`config.mk`:
```
export PLATFORM = sky130hd
export DESIGN_NAME = uart_echo_ctrl
export DESIGN_NICKNAME = d
export VERILOG_FILES = /design/src/rtl/uart_pkg.sv /design/src/rtl/sync_fifo.sv /design/src/rtl/uart_echo_ctrl.sv
export SDC_FILE = /design/constraint.sdc
export NUM_CORES = 1
export LEC_CHECK = 0
export BUFFER_PORTS_ARGS = -buffer_cell sky130_fd_sc_hd__buf_2
export CELL_PAD_IN_SITES_DETAIL_PLACEMENT = 2
export CELL_PAD_IN_SITES_GLOBAL_PLACEMENT = 2
export CORE_MARGIN = 4
export CORE_UTILIZATION = 30
export CTS_CLUSTER_DIAMETER = 50
export CTS_CLUSTER_SIZE = 12
export DETAILED_ROUTE_END_ITERATION = 7
export GPL_TIMING_DRIVEN = 0
export PLACE_DENSITY_LB_ADDON = 0.1
export SYNTH_ARGS = -nofsm -noshare
export SYNTH_HDL_FRONTEND = slang
export SYNTH_SLANG_ARGS = --single-unit
```
`constraint.sdc`:
```
create_clock -name i_clk -period 7.9 [get_ports i_clk]
set_input_delay 2.37 -clock i_clk [delete_from_list [all_inputs] [get_ports i_clk]]
set_output_delay 2.37 -clock i_clk [all_outputs]
set_load 0.02 [all_outputs]
```
`src/rtl/uart_pkg.sv`:
```
// Shared types and constants for the UART echo controller.
// Latency: n/a (declarations only).
// Backpressure: n/a. INJ_LF exists only when ECHO_CRLF_EN is defined.
package uart_pkg;

  localparam logic [7:0] ASCII_CR = 8'h0D;
  localparam logic [7:0] ASCII_LF = 8'h0A;

  typedef enum logic [2:0] {
    IDLE      = 3'd0,
    LOAD      = 3'd1,
    START     = 3'd2,
    WAIT_ACK  = 3'd3,
    WAIT_DONE = 3'd4
`ifdef ECHO_CRLF_EN
    ,
    INJ_LF    = 3'd5
`endif
  } echo_state_t;

endpackage

```
`src/rtl/sync_fifo.sv`:
```
// Generic synchronous FIFO with occupancy count and first-word fall-through read.
// Latency: a push is visible on o_data/o_empty one clock after it is accepted.
// Backpressure: pushes are refused when full unless a pop happens in the same cycle.
//
// Ports:
//   i_clk, i_rstn   clock, async active-low reset
//   i_push, i_data  write request and data
//   i_pop           read request (ignored when empty)
//   o_data          head of queue
//   o_full, o_empty status flags
//   o_count         occupancy, 0..DEPTH
module sync_fifo #(
  parameter int DEPTH = 16,
  parameter int WIDTH = 8,
  localparam int AW   = $clog2(DEPTH)
) (
  input  logic             i_clk,
  input  logic             i_rstn,
  input  logic             i_push,
  input  logic [WIDTH-1:0] i_data,
  input  logic             i_pop,
  output logic [WIDTH-1:0] o_data,
  output logic             o_full,
  output logic             o_empty,
  output logic [AW:0]      o_count
);

  logic [WIDTH-1:0] r_mem [DEPTH];
  // One extra pointer bit separates full from empty when the indices match.
  logic [AW:0]      r_wr_ptr;
  logic [AW:0]      r_rd_ptr;
  logic             w_do_push;
  logic             w_do_pop;

  assign o_empty = (r_wr_ptr == r_rd_ptr);
  assign o_full  = (r_wr_ptr[AW-1:0] == r_rd_ptr[AW-1:0]) &&
                   (r_wr_ptr[AW] != r_rd_ptr[AW]);
  assign o_count = r_wr_ptr - r_rd_ptr;
  assign o_data  = r_mem[r_rd_ptr[AW-1:0]];

  assign w_do_pop  = i_pop & ~o_empty;
  // A pop in the same cycle frees the slot, so a full FIFO still takes the byte.
  assign w_do_push = i_push & (~o_full | w_do_pop);

  always_ff @(posedge i_clk or negedge i_rstn) begin
    if (!i_rstn) begin
      r_wr_ptr <= '0;
      r_rd_ptr <= '0;
    end else begin
      if (w_do_push) r_wr_ptr <= r_wr_ptr + 1'b1;
      if (w_do_pop)  r_rd_ptr <= r_rd_ptr + 1'b1;
    end
  end

  always_ff @(posedge i_clk) begin
    if (w_do_push) r_mem[r_wr_ptr[AW-1:0]] <= i_data;
  end

endmodule

```
`src/rtl/uart_echo_ctrl.sv`:
```
// UART echo controller: queues received bytes and replays them to the transmitter.
// Latency: byte strobed into an empty FIFO at cycle N gives o_tx_start at cycle N+3.
// Backpressure: waits on i_tx_busy per frame; bytes arriving into a full FIFO are dropped (sticky o_overflow).
//
// Ports:
//   i_clk, i_rstn          clock, async active-low reset
//   i_rx_data, i_rx_valid  received byte and one-cycle strobe
//   i_tx_busy              transmitter busy with a frame
//   o_tx_data, o_tx_start  byte to transmit and one-cycle start strobe
//   o_led                  last byte seen on i_rx_valid (dropped ones included)
//   o_overflow             sticky: a byte was dropped
//   o_count                FIFO occupancy
// Build option: define ECHO_CRLF_EN to follow every echoed CR with an injected LF.
module uart_echo_ctrl
  import uart_pkg::*;
#(
  parameter int FIFO_DEPTH = 16,
  parameter int DATA_W     = 8
) (
  input  logic                        i_clk,
  input  logic                        i_rstn,
  input  logic [DATA_W-1:0]           i_rx_data,
  input  logic                        i_rx_valid,
  input  logic                        i_tx_busy,
  output logic [DATA_W-1:0]           o_tx_data,
  output logic                        o_tx_start,
  output logic [DATA_W-1:0]           o_led,
  output logic                        o_overflow,
  output logic [$clog2(FIFO_DEPTH):0] o_count
);

  echo_state_t                r_state;
  logic [DATA_W-1:0]          r_tx_data;
  logic                       r_tx_start;
  logic [DATA_W-1:0]          r_led;
  logic                       r_overflow;

  logic [DATA_W-1:0]          w_fifo_data;
  logic                       w_full;
  logic                       w_empty;
  logic                       w_pop;

  // LOAD is only entered with the FIFO non-empty and nothing else pops,
  // so the head byte is always valid here.
  assign w_pop = (r_state == LOAD);

  sync_fifo #(
    .DEPTH (FIFO_DEPTH),
    .WIDTH (DATA_W)
  ) u_fifo (
    .i_clk   (i_clk),
    .i_rstn  (i_rstn),
    .i_push  (i_rx_valid),
    .i_data  (i_rx_data),
    .i_pop   (w_pop),
    .o_data  (w_fifo_data),
    .o_full  (w_full),
    .o_empty (w_empty),
    .o_count (o_count)
  );

  always_ff @(posedge i_clk or negedge i_rstn) begin
    if (!i_rstn) begin
      r_state    <= IDLE;
      r_tx_data  <= '0;
      r_tx_start <= 1'b0;
    end else begin
      r_tx_start <= 1'b0;
      case (r_state)
        IDLE: begin
          if (!w_empty && !i_tx_busy) r_state <= LOAD;
        end
        LOAD: begin
          r_tx_data  <= w_fifo_data;
          r_tx_start <= 1'b1;      // high exactly while in START
          r_state    <= START;
        end
        START: begin
          r_state <= WAIT_ACK;
        end
        WAIT_ACK: begin
          if (i_tx_busy) r_state <= WAIT_DONE;
        end
        WAIT_DONE: begin
          if (!i_tx_busy) begin
`ifdef ECHO_CRLF_EN
            r_state <= (r_tx_data == DATA_W'(ASCII_CR)) ? INJ_LF : IDLE;
`else
            r_state <= IDLE;
`endif
          end
        end
`ifdef ECHO_CRLF_EN
        INJ_LF: begin
          // LF is generated locally; the FIFO is left untouched.
          r_tx_data  <= DATA_W'(ASCII_LF);
          r_tx_start <= 1'b1;
          r_state    <= START;
        end
`endif
        default: r_state <= IDLE;
      endcase
    end
  end

  always_ff @(posedge i_clk or negedge i_rstn) begin
    if (!i_rstn) begin
      r_led      <= '0;
      r_overflow <= 1'b0;
    end else begin
      if (i_rx_valid) r_led <= i_rx_data;
      if (i_rx_valid && w_full && !w_pop) r_overflow <= 1'b1;
    end
  end

  assign o_tx_data  = r_tx_data;
  assign o_tx_start = r_tx_start;
  assign o_led      = r_led;
  assign o_overflow = r_overflow;

endmodule

```
==> flow_results.org <==
** Status
- Run status :: finished, final reports clean

** Logic synthesis
- Average cell area after synthesis :: 17.5 um2
- Synth Cell Area :: about 6400 um2
- Yosys mapped a number of flops with a built-in enable equal to 128.
- Number of storage elements in the synthesis netlist :: between 150 and 200
- Predominant post-synthesis flop cell :: sky130_fd_sc_hd__edfxtp_1
- Number of warning messages in the yosys log :: 0
- Async S/R FF share, synth :: 19.5%
- Synthesized instance count :: 367
- Syn_nets :: a little under 400
- Sequential elements use 71.9% of the synthesized area.
- Count of different cell masters after synthesis :: 43

** Worst setup path
- Along the worst path, the maximum fanout reaches 10.
- Endpoint arrival time on the critical path :: 2.85 ns
- On the worst path, the slowest cell contributes a delay of between 0.4 and 0.5 ns.
- The most numerous cell type found on the critical path is sky130_fd_sc_hd__buf_2.
- CP Capture Type :: output pin
- The worst setup path is of the flop to output pin kind.
- Launching point of the worst reg2reg path :: u_fifo.r_rd_ptr[1]
- Crit path required time :: ~5.5 ns
- Critical path cell sequence :: buf_2 > buf_2 > inv_1 > fa_1 > a21o_1 > a21oi_1 > xnor2_1 > buf_2
- Crit-path slowest cell :: sky130_fd_sc_hd__fa_1
- Endpoint of the worst register-to-register path :: u_fifo.r_mem[2][0]
- The number of cells on the worst reg-to-reg path is 8.
- STA classifies the critical path startpoint as a flop.
- For flop-to-flop paths, the worst setup slack is 4.25 ns.

** Floorplanning
- Horizontal extent of the die :: 154 um
- Pin placement for this block handled 35 I/O pins.
- The die is roughly 150 um tall.
- Starting Density :: a little under a third
- Std-Cell Core Area :: ~21,000 um2
- Std-Cell Rows :: 53
- The die covers 23,800 um2.

** Clock tree
- Number of buffers created by CTS :: 17
- Count of hold-fix buffers inserted at cts :: 0
- Clock tree from TritonCTS :: done
- Post-CTS clock slew at the launch and capture registers of the worst setup and hold paths :: 0.06 ns
- Clock latency of the later-clocked register in the worst-skew pair :: between 0.4 and 0.5 ns
- The tree is rooted in a sky130_fd_sc_hd__clkbuf_16.
- Number of clock sinks :: around 160
- The H-tree was split into 4 levels.
- In this run the post-CTS setup repair buffer count came out at 0.
- Once the clock tree was built, the resizer swapped 0 gates to a different size.
- Clock buffer depth :: 2

** Global routing
- Total global routing overflow :: 0
- The first global-routing pass estimated between 20,000 and 30,000 um of wire.
- The initial antenna violation count came to 1.
- The number of global-route vias before repair is slightly below 4,000.
- Tot GR Track Use :: 14.7%
- Pin count of the biggest net entering global routing :: 32

** STA
- Final setup violating endpoints :: 0
- After layout, the worst path uses 66.1% of the clock period.
- The worst path needs around 5.2 ns of the cycle, external delays included.
- Final slew viol count :: 0
- For the pin with the worst max-slew slack, the measured transition is 1.22 ns.
- The count of endpoints failing hold in the final timing report was 0.
- Setup repair after global routing left no endpoint under its margin.
- Clock skew on the completed layout was measured at 0.0117 ns.
- Measured against its own limit, the worst slew margin works out to between 15 and 20%.
- Top achievable clock speed :: roughly 190 MHz
- After routing, the total negative slack on setup checks comes to 0 ns.

** Place
- Input and output buffers added on the ports amount to 34.
- The congestion estimate from routability-driven global placement came to 0.718.
- Half-perimeter wire length after placement :: ~11,000 um

** Power
- VDD sags by at most around 0.00015 V.
- The internal portion of the total power is 1.91 mW.
- Switching power as a share of total power :: roughly a third
- Reg power frac :: 37.9%
- Part of the power in the clock network :: ~28%
- For this design the ratio of total power to cell area is between 300 and 400 nW/um2.
- For this design the total switching power over the nets is roughly 1.0 mW.
- In this run the static leakage power is about 2.6 nW.
- In this run, the combinational gates consume ~34% of the power.

** Route
- The first detailed-routing pass ran for 4 iterations.
- The routed design has 16,800 um of wire.
- The detail route stage leaves a number of antenna-violating nets equal to 0.
- After detailed routing, the average wire length per cell comes to 23.7 um.
- DRC violation count after routing :: 0
- Via count normalized by instance count :: about 4.8
- In this run, the number of DRC markers left after iteration 0 of detailed routing was roughly 160.
- Summing over every cut layer, the via total after detailed routing is ~3,400.

** Final layout
- Layout Nets :: between 400 and 500
- The repair_antennas step left the layout with diodes totalling 0.
- The multi-input combinational cells in the finished layout cover a total of between 1500 and 2000 um2.
- Fill cells in the final layout number between 2,000 and 2,500.
- Utilization after layout :: between 30% and 40%
- In the final layout, the share of cells above drive strength 1 is between 20% and 30%.
- From synthesis to final layout, the design area changed by 17.3%.
- The sequential cells in the finished layout cover a total of between 4000 and 5000 um2.

** Min path
- In this run the most critical hold path is launched from o_overflow.
- The path with the worst hold slack has its endpoint at o_overflow.
- Count of cells along the worst hold path :: 1
- In this run the worst hold path is classified as flop to flop.

** Run
- Max-Cap Viols :: 0
[worst max-delay path by stage]
stage | slack (ns) | endpoint | depth (start not counted) | start
floorplan | 3.64 | o_count[4] | 7 | u_fifo.r_rd_ptr[1]
global placement | 2.93 | u_fifo.r_mem[0][2] | 5 | i_rx_valid
detailed placement | 2.87 | u_fifo.r_mem[1][2] | 5 | i_rx_valid
CTS | 2.59 | o_count[4] | 8 | u_fifo.r_rd_ptr[1]
global route | 2.50 | o_count[4] | 8 | u_fifo.r_rd_ptr[1]
finish | 2.68 | o_count[4] | 8 | u_fifo.r_rd_ptr[1]
[Yosys cell counts, drive strengths merged (9+ instances only)]
master	n	area, um2
a21oi	11	55.1
nor2	23	86.3
ha	9	113
mux4	16	372
xnor2	9	86.3
buf	14	111
dfrtp	31	776
edfxtp	128	3840
o21ai	11	55.1
mux2i	32	320
[worst max-delay path, delay by kind of cell, from the launching register on]
family                   cells  cell delay [ns]
adder cells (fa/ha/maj)      1             0.48
buffers and inverters        4             1.02
AO/OA/AOI/OAI                2             0.37
flip-flops                   1             0.43
XOR/XNOR                     1             0.13
[logic make-up (layout without fill, tap and decap cells)]
kind of cell | after synthesis | in the layout | share of synthesized area (%)
compound gates | 54 | 54 | 5.80
fa+ha+maj | 10 | 10 | 2.06
mux | 56 | 56 | 12.2
buf+inv | 25 | 91 | 2.38
simple gates | 51 | 51 | 3.93
flops | 159 | 159 | 71.9
xor+xnor | 12 | 12 | 1.75
[metal layers]
metal | part of all wire (%) | track usage [%] | vias to the layer above
met5 | 0 | 0 | -
met4 | 1.1 | 4.42 | 0
met3 | 2.7 | 3.39 | 12
met2 | 51 | 25.1 | 51
met1 | 45 | 18.8 | 1819
li1 | - | - | 1543
[power by group through the flow]
stage,logic [mW],registers (mW),clock network (mW)
after global placement,1.01,1.12,0
after CTS,1.04,1.11,0.834
after floorplan,0.664,1.14,0
after global routing,1.10,1.12,0.873
after detailed placement,1.03,1.13,0
final,1.01,1.11,0.811
[sequential cells by signal (all words and copies together) (netlist names)]
name             count
u_fifo.r_mem       128
o_led                8
o_tx_data            8
u_fifo.r_rd_ptr      5
u_fifo.r_wr_ptr      5
r_state              3
o_overflow           1
o_tx_start           1
[cell usage in the layout, fill, tap and decap left out, types with 7 or more instances in the layout]
cell	Yosys	final
sky130_fd_sc_hd__mux2i_1	32	32
sky130_fd_sc_hd__nor2_1	23	23
sky130_fd_sc_hd__inv_1	7	7
sky130_fd_sc_hd__nand2_1	8	8
sky130_fd_sc_hd__edfxtp_1	128	128
sky130_fd_sc_hd__ha_1	9	9
sky130_fd_sc_hd__mux4_2	13	13
sky130_fd_sc_hd__clkbuf_16	0	17
sky130_fd_sc_hd__o22ai_1	8	8
sky130_fd_sc_hd__a21oi_1	11	11
sky130_fd_sc_hd__a31oi_1	8	8
sky130_fd_sc_hd__a221oi_1	8	8
sky130_fd_sc_hd__dfrtp_1	31	31
sky130_fd_sc_hd__mux2_2	8	8
sky130_fd_sc_hd__xnor2_1	8	8
sky130_fd_sc_hd__buf_2	3	37
[cell type report]
class	instances	area share, %
Sequential cell	159	61.3
Buffer	18	1.68
Clock buffer	22	6.29
Inverter	7	0.349
Tap cell	275	4.57
Multi-Input combinational cell	183	22.1
Clock inverter	10	1.49
Timing Repair Buffer	34	2.26
[per-stage QoR]
| stage | std cells | hold WS [ns] | power, mW | area [um2] | worst slack, ns |
|---|---|---|---|---|---|
| finish | 708 | 0.450 | 2.93 | 7540 | 2.68 |
| global route | 708 | 0.470 | 3.10 | 7540 | 2.50 |
| CTS | 708 | 0.456 | 2.98 | 7530 | 2.59 |
| detailed placement | 676 | 0.442 | 2.16 | 6940 | 2.87 |
| global placement | 676 | 0.433 | 2.13 | 6940 | 2.93 |
| floorplan | 367 | 0.496 | 1.80 | 6420 | 3.64 |
No activity file was read; power rests on OpenSTA's default activity.
